$ cat src/rtl/pipe_scroller_if.sv
// ---------------------------------------------------------------------------
// pipe_scroller_if
// Bundles the game-state / random / speed inputs and the per-pipe outputs of
// pipe_scroller.
//   master : game controller side (drives iState, iRandomNumber, iSpeed)
//   slave  : pipe_scroller side (drives oPipeX, oPipeY, oValid, oRespawn,
//            oScore)
// Per-pipe vectors pack pipe i at bits [i*COORD_W +: COORD_W].
// ---------------------------------------------------------------------------
interface pipe_scroller_if #(
   parameter int NUM_PIPES = 3,
   parameter int COORD_W   = 32
);
   logic        [1:0]                   iState;
   logic signed [COORD_W-1:0]           iRandomNumber;
   logic        [3:0]                   iSpeed;
   logic        [NUM_PIPES*COORD_W-1:0] oPipeX;
   logic        [NUM_PIPES*COORD_W-1:0] oPipeY;
   logic        [NUM_PIPES-1:0]         oValid;
   logic                                oRespawn;
   logic        [15:0]                  oScore;

   modport master (
      output iState, iRandomNumber, iSpeed,
      input  oPipeX, oPipeY, oValid, oRespawn, oScore
   );

   modport slave (
      input  iState, iRandomNumber, iSpeed,
      output oPipeX, oPipeY, oValid, oRespawn, oScore
   );
endinterface

$ cat src/rtl/pipe_scroller.sv
// ---------------------------------------------------------------------------
// pipe_scroller
// Ring of NUM_PIPES obstacles: seeds gap heights from the shared random
// source, scrolls every pipe left by iSpeed on each divided tick and respawns
// a pipe that has left the screen PIPE_DISTANCE behind its ring predecessor.
// Ports:
//   iClock   : system clock, rising edge
//   iResetN  : asynchronous active-low reset
//   bus      : pipe_scroller_if.slave
//              iState 0 idle / 1 run / 2,3 pause, iRandomNumber, iSpeed in;
//              oPipeX/oPipeY packed per pipe, oValid, oRespawn, oScore out
// Optional feature macro: PIPE_SCROLLER_SCORE_EN builds the pass counter
// (oScore); without it oScore is constant zero.
// ---------------------------------------------------------------------------
module pipe_scroller #(
   parameter int NUM_PIPES     = 3,
   parameter int COORD_W       = 32,
   parameter int SCREEN_WIDTH  = 640,
   parameter int PIPE_WIDTH    = 52,
   parameter int PIPE_DISTANCE = 275,
   parameter int Y_MIN         = 50,
   parameter int Y_MAX         = 330,
   parameter int TICK_DIV      = 50000,
   parameter int BIRD_X        = 100
)(
   input logic            iClock,
   input logic            iResetN,
   pipe_scroller_if.slave bus
);
   localparam int TIMER_W = $clog2(TICK_DIV);

   typedef logic signed [COORD_W-1:0] coord_t;

   localparam logic [TIMER_W-1:0] TICK_LAST = TIMER_W'(TICK_DIV - 1);
   localparam coord_t Y_MIN_C   = coord_t'(Y_MIN);
   localparam coord_t Y_MAX_C   = coord_t'(Y_MAX);
   localparam coord_t X_LIMIT   = coord_t'(-PIPE_WIDTH);
   localparam coord_t DIST_C    = coord_t'(PIPE_DISTANCE);
   localparam coord_t NO_Y      = coord_t'(-1);

   function automatic coord_t clamp_y(input coord_t r);
      if (r < Y_MIN_C)
         return Y_MIN_C;
      else if (r > Y_MAX_C)
         return Y_MAX_C;
      else
         return r;
   endfunction

   function automatic coord_t start_x(input int i);
      return coord_t'(SCREEN_WIDTH + i * PIPE_DISTANCE);
   endfunction

   coord_t                 x_reg   [NUM_PIPES];
   coord_t                 y_reg   [NUM_PIPES];
   coord_t                 x_moved [NUM_PIPES];
   coord_t                 x_next  [NUM_PIPES];
   logic [NUM_PIPES-1:0]   valid_reg;
   logic [NUM_PIPES-1:0]   seed_sel;
   logic [NUM_PIPES-1:0]   spawn_sel;
   logic [TIMER_W-1:0]     timer_reg;
   logic [TIMER_W-1:0]     timer_next;
   logic                   tick;
   logic                   respawn_reg;
   coord_t                 rand_y;
   coord_t                 speed_ext;

   assign rand_y    = clamp_y(bus.iRandomNumber);
   assign speed_ext = coord_t'(bus.iSpeed);

   always_comb begin
      tick       = (timer_reg == TICK_LAST);
      timer_next = tick ? '0 : timer_reg + TIMER_W'(1);
   end

   // One-hot pick of the lowest invalid pipe (seeding) and, only when nothing
   // is being seeded, the lowest off-screen pipe (respawn).
   always_comb begin
      logic seed_found;
      logic spawn_found;
      seed_sel    = '0;
      spawn_sel   = '0;
      seed_found  = 1'b0;
      spawn_found = 1'b0;
      for (int i = 0; i < NUM_PIPES; i++) begin
         if (!valid_reg[i] && !seed_found) begin
            seed_sel[i] = 1'b1;
            seed_found  = 1'b1;
         end
      end
      for (int i = 0; i < NUM_PIPES; i++) begin
         if (!seed_found && !spawn_found && (x_reg[i] < X_LIMIT)) begin
            spawn_sel[i] = 1'b1;
            spawn_found  = 1'b1;
         end
      end
   end

   // The respawned pipe lands behind its predecessor's post-move position;
   // the predecessor never respawns in the same cycle, so x_moved is final.
   always_comb begin
      for (int i = 0; i < NUM_PIPES; i++) begin
         x_moved[i] = tick ? x_reg[i] - speed_ext : x_reg[i];
      end
      for (int i = 0; i < NUM_PIPES; i++) begin
         if (spawn_sel[i])
            x_next[i] = x_moved[(i + NUM_PIPES - 1) % NUM_PIPES] + DIST_C;
         else
            x_next[i] = x_moved[i];
      end
   end

   always_ff @(posedge iClock or negedge iResetN) begin
      if (!iResetN) begin
         for (int i = 0; i < NUM_PIPES; i++) begin
            x_reg[i] <= start_x(i);
            y_reg[i] <= (i == 0) ? Y_MIN_C : NO_Y;
         end
         valid_reg   <= NUM_PIPES'(1);
         timer_reg   <= '0;
         respawn_reg <= 1'b0;
      end else begin
         case (bus.iState)
            2'd0: begin
               for (int i = 0; i < NUM_PIPES; i++) begin
                  x_reg[i] <= start_x(i);
                  y_reg[i] <= (i == 0) ? rand_y : NO_Y;
               end
               valid_reg   <= NUM_PIPES'(1);
               timer_reg   <= '0;
               respawn_reg <= 1'b0;
            end
            2'd1: begin
               for (int i = 0; i < NUM_PIPES; i++) begin
                  x_reg[i] <= x_next[i];
                  if (seed_sel[i] || spawn_sel[i])
                     y_reg[i] <= rand_y;
               end
               valid_reg   <= valid_reg | seed_sel;
               timer_reg   <= timer_next;
               respawn_reg <= |spawn_sel;
            end
            default: begin
               respawn_reg <= 1'b0;
            end
         endcase
      end
   end

`ifdef PIPE_SCROLLER_SCORE_EN
   localparam coord_t BIRD_X_C = coord_t'(BIRD_X);

   logic [15:0] score_reg;
   logic [16:0] score_sum;

   // At most NUM_PIPES (<= 8) crossings per tick, so bit 16 flags overflow.
   always_comb begin
      score_sum = {1'b0, score_reg};
      if (tick) begin
         for (int i = 0; i < NUM_PIPES; i++) begin
            if (!spawn_sel[i] && (x_reg[i] >= BIRD_X_C) && (x_moved[i] < BIRD_X_C))
               score_sum = score_sum + 17'd1;
         end
      end
   end

   always_ff @(posedge iClock or negedge iResetN) begin
      if (!iResetN)
         score_reg <= '0;
      else if (bus.iState == 2'd0)
         score_reg <= '0;
      else if (bus.iState == 2'd1)
         score_reg <= score_sum[16] ? 16'hFFFF : score_sum[15:0];
   end

   assign bus.oScore = score_reg;
`else
   assign bus.oScore = '0;
`endif

   generate
      for (genvar gi = 0; gi < NUM_PIPES; gi++) begin : g_pack
         assign bus.oPipeX[gi*COORD_W +: COORD_W] = x_reg[gi];
         assign bus.oPipeY[gi*COORD_W +: COORD_W] = y_reg[gi];
      end
   endgenerate

   assign bus.oValid   = valid_reg;
   assign bus.oRespawn = respawn_reg;
endmodule

$ cat src/flat_wrapper.sv
// flat-port wrapper written by rule: the top's interface ports become plain ports
module pipe_scroller_flat 
#(
   parameter int NUM_PIPES     = 3,
   parameter int COORD_W       = 32,
   parameter int SCREEN_WIDTH  = 640,
   parameter int PIPE_WIDTH    = 52,
   parameter int PIPE_DISTANCE = 275,
   parameter int Y_MIN         = 50,
   parameter int Y_MAX         = 330,
   parameter int TICK_DIV      = 50000,
   parameter int BIRD_X        = 100
)
  (iClock, iResetN, bus_iState, bus_iRandomNumber, bus_iSpeed, bus_oPipeX, bus_oPipeY, bus_oValid, bus_oRespawn, bus_oScore);
  pipe_scroller_if #(.NUM_PIPES(NUM_PIPES), .COORD_W(COORD_W)) bus_i ();
  input logic iClock;
  input logic iResetN;
  input wire logic [$bits(bus_i.iState)-1:0] bus_iState;
  input wire logic [$bits(bus_i.iRandomNumber)-1:0] bus_iRandomNumber;
  input wire logic [$bits(bus_i.iSpeed)-1:0] bus_iSpeed;
  output wire logic [$bits(bus_i.oPipeX)-1:0] bus_oPipeX;
  output wire logic [$bits(bus_i.oPipeY)-1:0] bus_oPipeY;
  output wire logic [$bits(bus_i.oValid)-1:0] bus_oValid;
  output wire logic [$bits(bus_i.oRespawn)-1:0] bus_oRespawn;
  output wire logic [$bits(bus_i.oScore)-1:0] bus_oScore;
  assign bus_i.iState = bus_iState;
  assign bus_i.iRandomNumber = bus_iRandomNumber;
  assign bus_i.iSpeed = bus_iSpeed;
  assign bus_oPipeX = bus_i.oPipeX;
  assign bus_oPipeY = bus_i.oPipeY;
  assign bus_oValid = bus_i.oValid;
  assign bus_oRespawn = bus_i.oRespawn;
  assign bus_oScore = bus_i.oScore;
  pipe_scroller #(.NUM_PIPES(NUM_PIPES), .COORD_W(COORD_W), .SCREEN_WIDTH(SCREEN_WIDTH), .PIPE_WIDTH(PIPE_WIDTH), .PIPE_DISTANCE(PIPE_DISTANCE), .Y_MIN(Y_MIN), .Y_MAX(Y_MAX), .TICK_DIV(TICK_DIV), .BIRD_X(BIRD_X)) u_core (.iClock(iClock), .iResetN(iResetN), .bus(bus_i));
endmodule
$ cat config.mk
export PLATFORM = sky130hd
export DESIGN_NAME = pipe_scroller_flat
export DESIGN_NICKNAME = d
export VERILOG_FILES = /design/src/rtl/pipe_scroller_if.sv /design/src/rtl/pipe_scroller.sv /design/src/flat_wrapper.sv
export SDC_FILE = /design/constraint.sdc
export NUM_CORES = 1
export LEC_CHECK = 0
export ABC_AREA = 1
export CORE_MARGIN = 1.5
export CORE_UTILIZATION = 60
export DETAILED_ROUTE_END_ITERATION = 6
export DONT_BUFFER_PORTS = 1
export PLACE_DENSITY = 0.76
export SLEW_MARGIN = 20
export SYNTH_ARGS = -nofsm -noshare
export SYNTH_HDL_FRONTEND = slang
export SYNTH_SLANG_ARGS = --single-unit
$ cat constraint.sdc
create_clock -name iClock -period 7 [get_ports iClock]
set_clock_uncertainty 0.15 [all_clocks]
set_input_delay 1.05 -clock iClock [delete_from_list [all_inputs] [get_ports iClock]]
set_output_delay 1.05 -clock iClock [all_outputs]
set_load 0.02 [all_outputs]
==> results of run 1 <==
per-layer routing:
layer | wire length (um) | vias to the layer above
met4 | 3548 | 2
met5 | 11 | -
li1 | - | 8839
met3 | 8151 | 238
met2 | 28800 | 1285
met1 | 25140 | 8980
cell type report:
class | instances | area, um2
clock inverters | 13 | 126.4
flip-flops and latches | 211 | 5380
fillers | 2735 | 10320
clock buffers | 31 | 689.4
multi-input cells | 2175 | 10320
well taps | 384 | 480.5
repair buffers | 10 | 75.07
inverters | 345 | 1310
critical path, delay by kind of cell:
| kind | cells | cell delay, ps |
|---|---|---|
| AOI/OAI and AO/OA | 1 | 70 |
| xor gates and xnor gates | 2 | 1090 |
| adders and majority gates | 1 | 530 |
| buffers and inverters | 2 | 270 |
| and+or+nand+nor | 11 | 1570 |
where the power goes:
| group | internal [mW] | leakage (nW) | switching, mW |
|---|---|---|---|
| logic | 0.0408 | 5.55 | 0.115 |
| clock network | 0.744 | 0.403 | 0.586 |
| registers | 1.31 | 2.66 | 0.109 |
through the flow:
stage	worst slack (ps)	power, mW	hold WS [ps]	utilization
final	2632	2.906	40.53	0.6405
after global routing	2517	2.969	40.95	0.6405
after CTS	2846	2.901	40.31	0.6404
after detailed placement	2317	1.591	357.4	0.6120
after global placement	2314	1.583	355.3	0.6120
after floorplan	3475	1.554	336.7	-
worst min-delay path by stage:
stage / from / endpoint / cells after the start
2_1_floorplan: u_core.timer_reg[0]$_DFFE_PN0P_ / u_core.timer_reg[0]$_DFFE_PN0P_ / 1
3_3_place_gp: u_core.bus.oPipeY[76]$_DFFE_PN1P_ / u_core.bus.oPipeY[76]$_DFFE_PN1P_ / 2
3_5_place_dp: u_core.bus.oPipeY[94]$_DFFE_PN1P_ / u_core.bus.oPipeY[94]$_DFFE_PN1P_ / 2
4_1_cts: iResetN / u_core.bus.oPipeX[28]$_DFFE_PN0P_ / 0
5_1_grt: iResetN / u_core.bus.oPipeX[28]$_DFFE_PN0P_ / 0
6_report: iResetN / u_core.bus.oPipeX[28]$_DFFE_PN0P_ / 0
layout by cell type, fill, tap and decap left out, drive strengths merged:
| cell | count |
|---|---|
| xnor2 | 6 |
| and2 | 2 |
| a31oi | 6 |
| or2 | 5 |
| dfstp | 80 |
| a21oi | 120 |
| clkbuf | 31 |
| buf | 10 |
| nor4 | 10 |
| a21boi | 2 |
| o311ai | 1 |
| nor2 | 424 |
| o31ai | 2 |
| a41oi | 1 |
| conb | 17 |
| a32o | 4 |
| o22ai | 13 |
| nand3 | 237 |
| clkinv | 12 |
| bufinv | 1 |
| dfrtp | 131 |
| nor3 | 23 |
| nand2 | 985 |
| o21ai | 166 |
| nand4 | 74 |
| fa | 3 |
| a22oi | 8 |
| inv | 345 |
| o21bai | 2 |
| nand3b | 8 |
| o41ai | 1 |
| xor2 | 30 |
| o211ai | 7 |
| o32ai | 2 |
| ha | 16 |
cell families (layout without fill, tap and decap cells):
group                    after synthesis  after routing  synth area share
other                                  2             17         0.0004300
AO/OA/AOI/OAI                        335            335            0.1105
adder cells (fa/ha/maj)               19             19           0.01490
XOR/XNOR                              36             36           0.01848
flip-flops                           211            211            0.3081
AND/OR/NAND/NOR                     1768           1768            0.4424
buffers and inverters                442            399            0.1052
==> metrics.cfg, run 1 <==
[detailed_routing]
drc=2
drtPass1Iterations=7
vias=19340
postRouteAntennaNets=0
vias_per_cell=6.104
wirelength_mm=65.66
drtIter0Drc=2519
wl_per_cell_um=20.72

[sta]
hold_violations=0
max_freq_mhz=228.9
setup_viol=0
rsz0062_at_grt=false
drv_slew=0
setup-tns-final_ps=0
slew_headroom=0.2490
min_period_ps=4368
post-route-period-util=0.6240
tightest_slew_ps=1115

[clocking]
cts-buffers-inserted=24
cts.repair.resized=0
root_buffer=clkbuf_16
htree_levels=1
cts_tree=yes
clk_pin_slew_ps=70
cts_setup_buffers=0
hold_buffers=0
cts.sinks=211
clk_latency_ps=550
clockBufferDepth=3

[placed_design]
dp_hpwl_mm=49.22
port_buffers=0
gp_congestion=1.133
dp_cells=3125
postPlaceCellArea_mm2=0.01757

[global_route]
grt_first_pass_wirelength_mm=101.0
antenna_found_initial=2
met1_usage=0.5631
track_usage=0.4274
gr-usage-met3=0.1096
grtUsageMet2=0.6591
grt_pass1_vias=17980
grt-ovfl-total=0
grt-busiest-layer=met2
grt_max_degree=212

[synthesis]
yosysSeqAreaShare=0.3081
synth_edf_count=0
yosysUniqueCellTypes=57
syn_area_mm2=0.01746
yosysMostFrequentCell=nand2_1
synthTopCellsByArea=nand2_1 (20%), dfrtp_1 (19%), dfstp_2 (12%), nor2_1 (7.8%), inv_1 (6.9%)
netlist.area_leader.share=0.2029
synth_common_cells=nand2_1 (944), nor2_1 (364), inv_1 (321)
synthFlopType=dfrtp_1
async_reset_ff_frac=1.000
yosys_warnings=0
synthCells=2813
synth.largest_area_cell=nand2_1
postSynthAreaPerCell_um2=6.208
ys_seq_elements=211

[floorplanning]
die_h_um=173.6
die_w_um=173.6
ios=252
dieArea_mm2=0.03014
initial_utilization=0.6085
fp-row-count=62
core_area_mm2=0.02870

[critical_path]
reg2reg_from=u_core.bus.oPipeX[32]$_DFFE_PN1P_
r2r_slack_ps=2640
critPathKind=input pin to register
path_cells=inv_1, fa_1, nand2_1, inv_1, nand2_1, nand2_1, nor2_4, nand2_1, xor2_1, nand2_1, nor2_2, nand3_2, nand2_4, xor2_1, nand2_1, nand2_1, o21ai_1
required_ps=7250
cp_slowest_cell=xor2_1
crit_path_max_fanout=10
end_kind=register
worstSetupStartpointType=input pin
r2r_cells=19
crit_end=u_core.bus.oPipeX[79]$_DFFE_PN0P_
crit_arrival_ps=4620
rr_endpoint=u_core.bus.oPipeX[79]$_DFFE_PN0P_
cpPeakStageDelay_ps=680
crit_path_start=bus_iSpeed[1]
cp_common_cell=nand2_1

[run_status]
violations=DRC
status=finished, violations left

[final_layout]
antenna_cells=0
nets=2826
syn_to_final_growth_pct=5.266
stdcell_count=3169
drive_above_1_share=0.1120
fin_area_mm2=0.01838

[power_and_ir_drop]
vdd_drop_max_uv=162.7
p_per_area_mw_per_mm2=158.1
leakagePower_nw=8.611

[min_path]
hp-class=input pin to asynchronous set/reset pin

[flow_run]
drv_cap=0

No activity file was read; power rests on OpenSTA's default activity.
==> run 2, diff against run 1 <==
--- a/config.mk
+++ b/config.mk
@@ -7,10 +7,10 @@
 export LEC_CHECK = 0
 export ABC_AREA = 1
 export CORE_MARGIN = 1.5
-export CORE_UTILIZATION = 60
+export CORE_UTILIZATION = 59
 export DETAILED_ROUTE_END_ITERATION = 6
 export DONT_BUFFER_PORTS = 1
-export PLACE_DENSITY = 0.76
+export PLACE_DENSITY = 0.78
 export SLEW_MARGIN = 20
 export SYNTH_ARGS = -nofsm -noshare
 export SYNTH_HDL_FRONTEND = slang
==> constraint.sdc (replaced) <==
create_clock -name iClock -period 3.6 [get_ports iClock]
set_clock_uncertainty 0.15 [all_clocks]
set_input_delay 0.54 -clock iClock [delete_from_list [all_inputs] [get_ports iClock]]
set_output_delay 0.54 -clock iClock [all_outputs]
set_load 0.02 [all_outputs]
==> metrics.cfg, run 2 (synthesis gave the netlist of run 1 again) <==
[final_layout]
stdcell_count=3317  ; +4.7%
layout_common_cells=nand2_1 (933), nor2_1 (356), inv_1 (319)
fin_area_mm2=0.01972  ; +7.3%
layout_commonest_cell=nand2_1
syn_to_final_growth_pct=12.90
fin_util=0.6814  ; +0.04094
drive_above_1_share=0.1650  ; +0.05299
antenna_cells=0  ; unchanged
nets=2974  ; +5.2%

[clocking]
cts-buffers-inserted=24  ; unchanged
clk_pin_slew_ps=70  ; about the same
cts_tree=yes
hold_buffers=4  ; +4
cts.sinks=211  ; unchanged
clk_latency_ps=540  ; about the same
htree_levels=1  ; unchanged
clockBufferDepth=3  ; unchanged
root_buffer=clkbuf_16

[critical_path]
required_ps=3850  ; -3400 ps
crit_path_start=u_core.bus.oPipeX[32]$_DFFE_PN1P_
rr_endpoint=u_core.bus.oPipeX[81]$_DFFE_PN0P_
crit_end=u_core.bus.oPipeX[81]$_DFFE_PN0P_
crit_arrival_ps=3820  ; -800 ps
critPathKind=register to register
r2r_cells=24  ; +5
worstSetupStartpointType=register
crit_path_max_fanout=7  ; -3
reg2reg_from=u_core.bus.oPipeX[32]$_DFFE_PN1P_
end_kind=register
r2r_slack_ps=20  ; -2620 ps

[global_route]
grt_pass1_vias=18560  ; +3.2%
grt-ovfl-total=0  ; unchanged
antenna_found_initial=1  ; -1
track_usage=0.4464  ; +0.01896
grt_max_degree=212  ; unchanged
grt_first_pass_wirelength_mm=105.9  ; +4.8%

[power_and_ir_drop]
leakagePower_nw=9.380  ; +8.9%
finalPower_mw=5.701  ; +96%
p_per_area_mw_per_mm2=289.1  ; +83%
vdd_drop_max_uv=442.7  ; +170%

[detailed_routing]
wirelength_mm=70.11  ; +6.8%
drtIter0Drc=2631  ; +4.4%
vias_per_cell=6.087  ; -0.28%
wl_per_cell_um=21.14  ; +2.0%
postRouteAntennaNets=0  ; unchanged
vias=20190  ; +4.4%
drc=4  ; +2
drtPass1Iterations=7  ; unchanged

[placed_design]
dp_hpwl_mm=52.34  ; +6.3%
gp_congestion=1.073  ; -5.3%
dp_cells=3259  ; +4.3%
dp_slack_ps=-189.6  ; -2507 ps
postPlaceCellArea_mm2=0.01862  ; +6.0%
port_buffers=0  ; unchanged

[floorplanning]
core_area_mm2=0.02894  ; +0.81%
initial_utilization=0.6036  ; -0.004894
ios=252  ; unchanged
die_w_um=175.0  ; +0.83%
dieArea_mm2=0.03064  ; +1.7%
fp-row-count=62  ; unchanged
die_h_um=175.0  ; +0.83%

[run_status]
violations=DRC, hold timing
status=finished, violations left

[sta]
fin_hold_ws_ps=-464.5  ; -505.1 ps
setup_viol=0  ; unchanged
setup-tns-final_ps=0  ; unchanged
post-route-period-util=0.9935
drv_slew=0  ; unchanged
hold_violations=147  ; +147
rsz0062_at_grt=true
max_freq_mhz=279.6
slew_headroom=0.3331  ; +0.08413
tightest_slew_ps=997.1  ; -117.7 ps
worst_slack_ps=23.52  ; -2609 ps
min_period_ps=3576

[min_path]
hp-class=input pin to asynchronous set/reset pin

[flow_run]
drv_cap=0  ; unchanged

run 2: worst min-delay path by stage:
stage,slack [ps],startpoint,to,cells after the start
final,-460,iResetN,u_core.bus.oPipeX[23]$_DFFE_PN0P_,0
after global routing,-470,iResetN,u_core.bus.oPipeX[23]$_DFFE_PN0P_,0
after floorplan,90,iResetN,u_core.bus.oPipeX[0]$_DFFE_PN0P_,0
after global placement,100,iResetN,u_core.bus.oPipeX[22]$_DFFE_PN0P_,0
after detailed placement,100,iResetN,u_core.bus.oPipeX[22]$_DFFE_PN0P_,0
after CTS,-460,iResetN,u_core.bus.oPipeX[22]$_DFFE_PN0P_,0
run 2: cell type report:
cell class,count,area (um2)
clock buffer,32,703.2
multi-input combinational,2176,10480
clock inverter,12,110.1
tap,384,480.5
sequential,211,5380
fill,2594,9218
timing repair buffer,157,1259
inverter,345,1310
run 2: layer usage:
layer	part of all wire	global-route usage	wire, um	vias to the layer above
met2	0.43	0.6878	30180	1444
met4	0.055	0.1937	3879	0
li1	-	-	-	9140
met5	0	0	0	-
met3	0.13	0.09987	9109	288
met1	0.38	0.6024	26940	9318
run 2: critical path, stage by stage, from the launching register on:
cell	delay, ps
dfstp_2	420
inv_1	100
ha_2	200
inv_1	80
fa_2	400
nand2_1	80
inv_1	70
a21oi_4	240
nand2_4	130
nor2_1	180
nand2_1	90
nand2_2	150
inv_4	70
nand2_4	60
inv_1	50
buf_4	130
nand3_2	80
nand2_4	100
buf_4	160
nand2_1	50
nand2_1	40
nand2_1	60
nand2_1	110
nand2_2	120
o21ai_1	80
run 2: repair_timing:
action / in CTS / in global routing
hold endpoints to repair: 237 / 211
gates cloned: 0 / 1
setup buffers: 0 / 9
pin swaps: 0 / 8
endpoints found under the setup margin: 6 / 55
resized for setup: 2 / 37
run 2: power breakdown:
group          switching, mW  internal, mW  total [mW]
Clock                   1.12          1.46        2.58
Sequential             0.215          2.55        2.77
Combinational          0.257         0.100       0.357
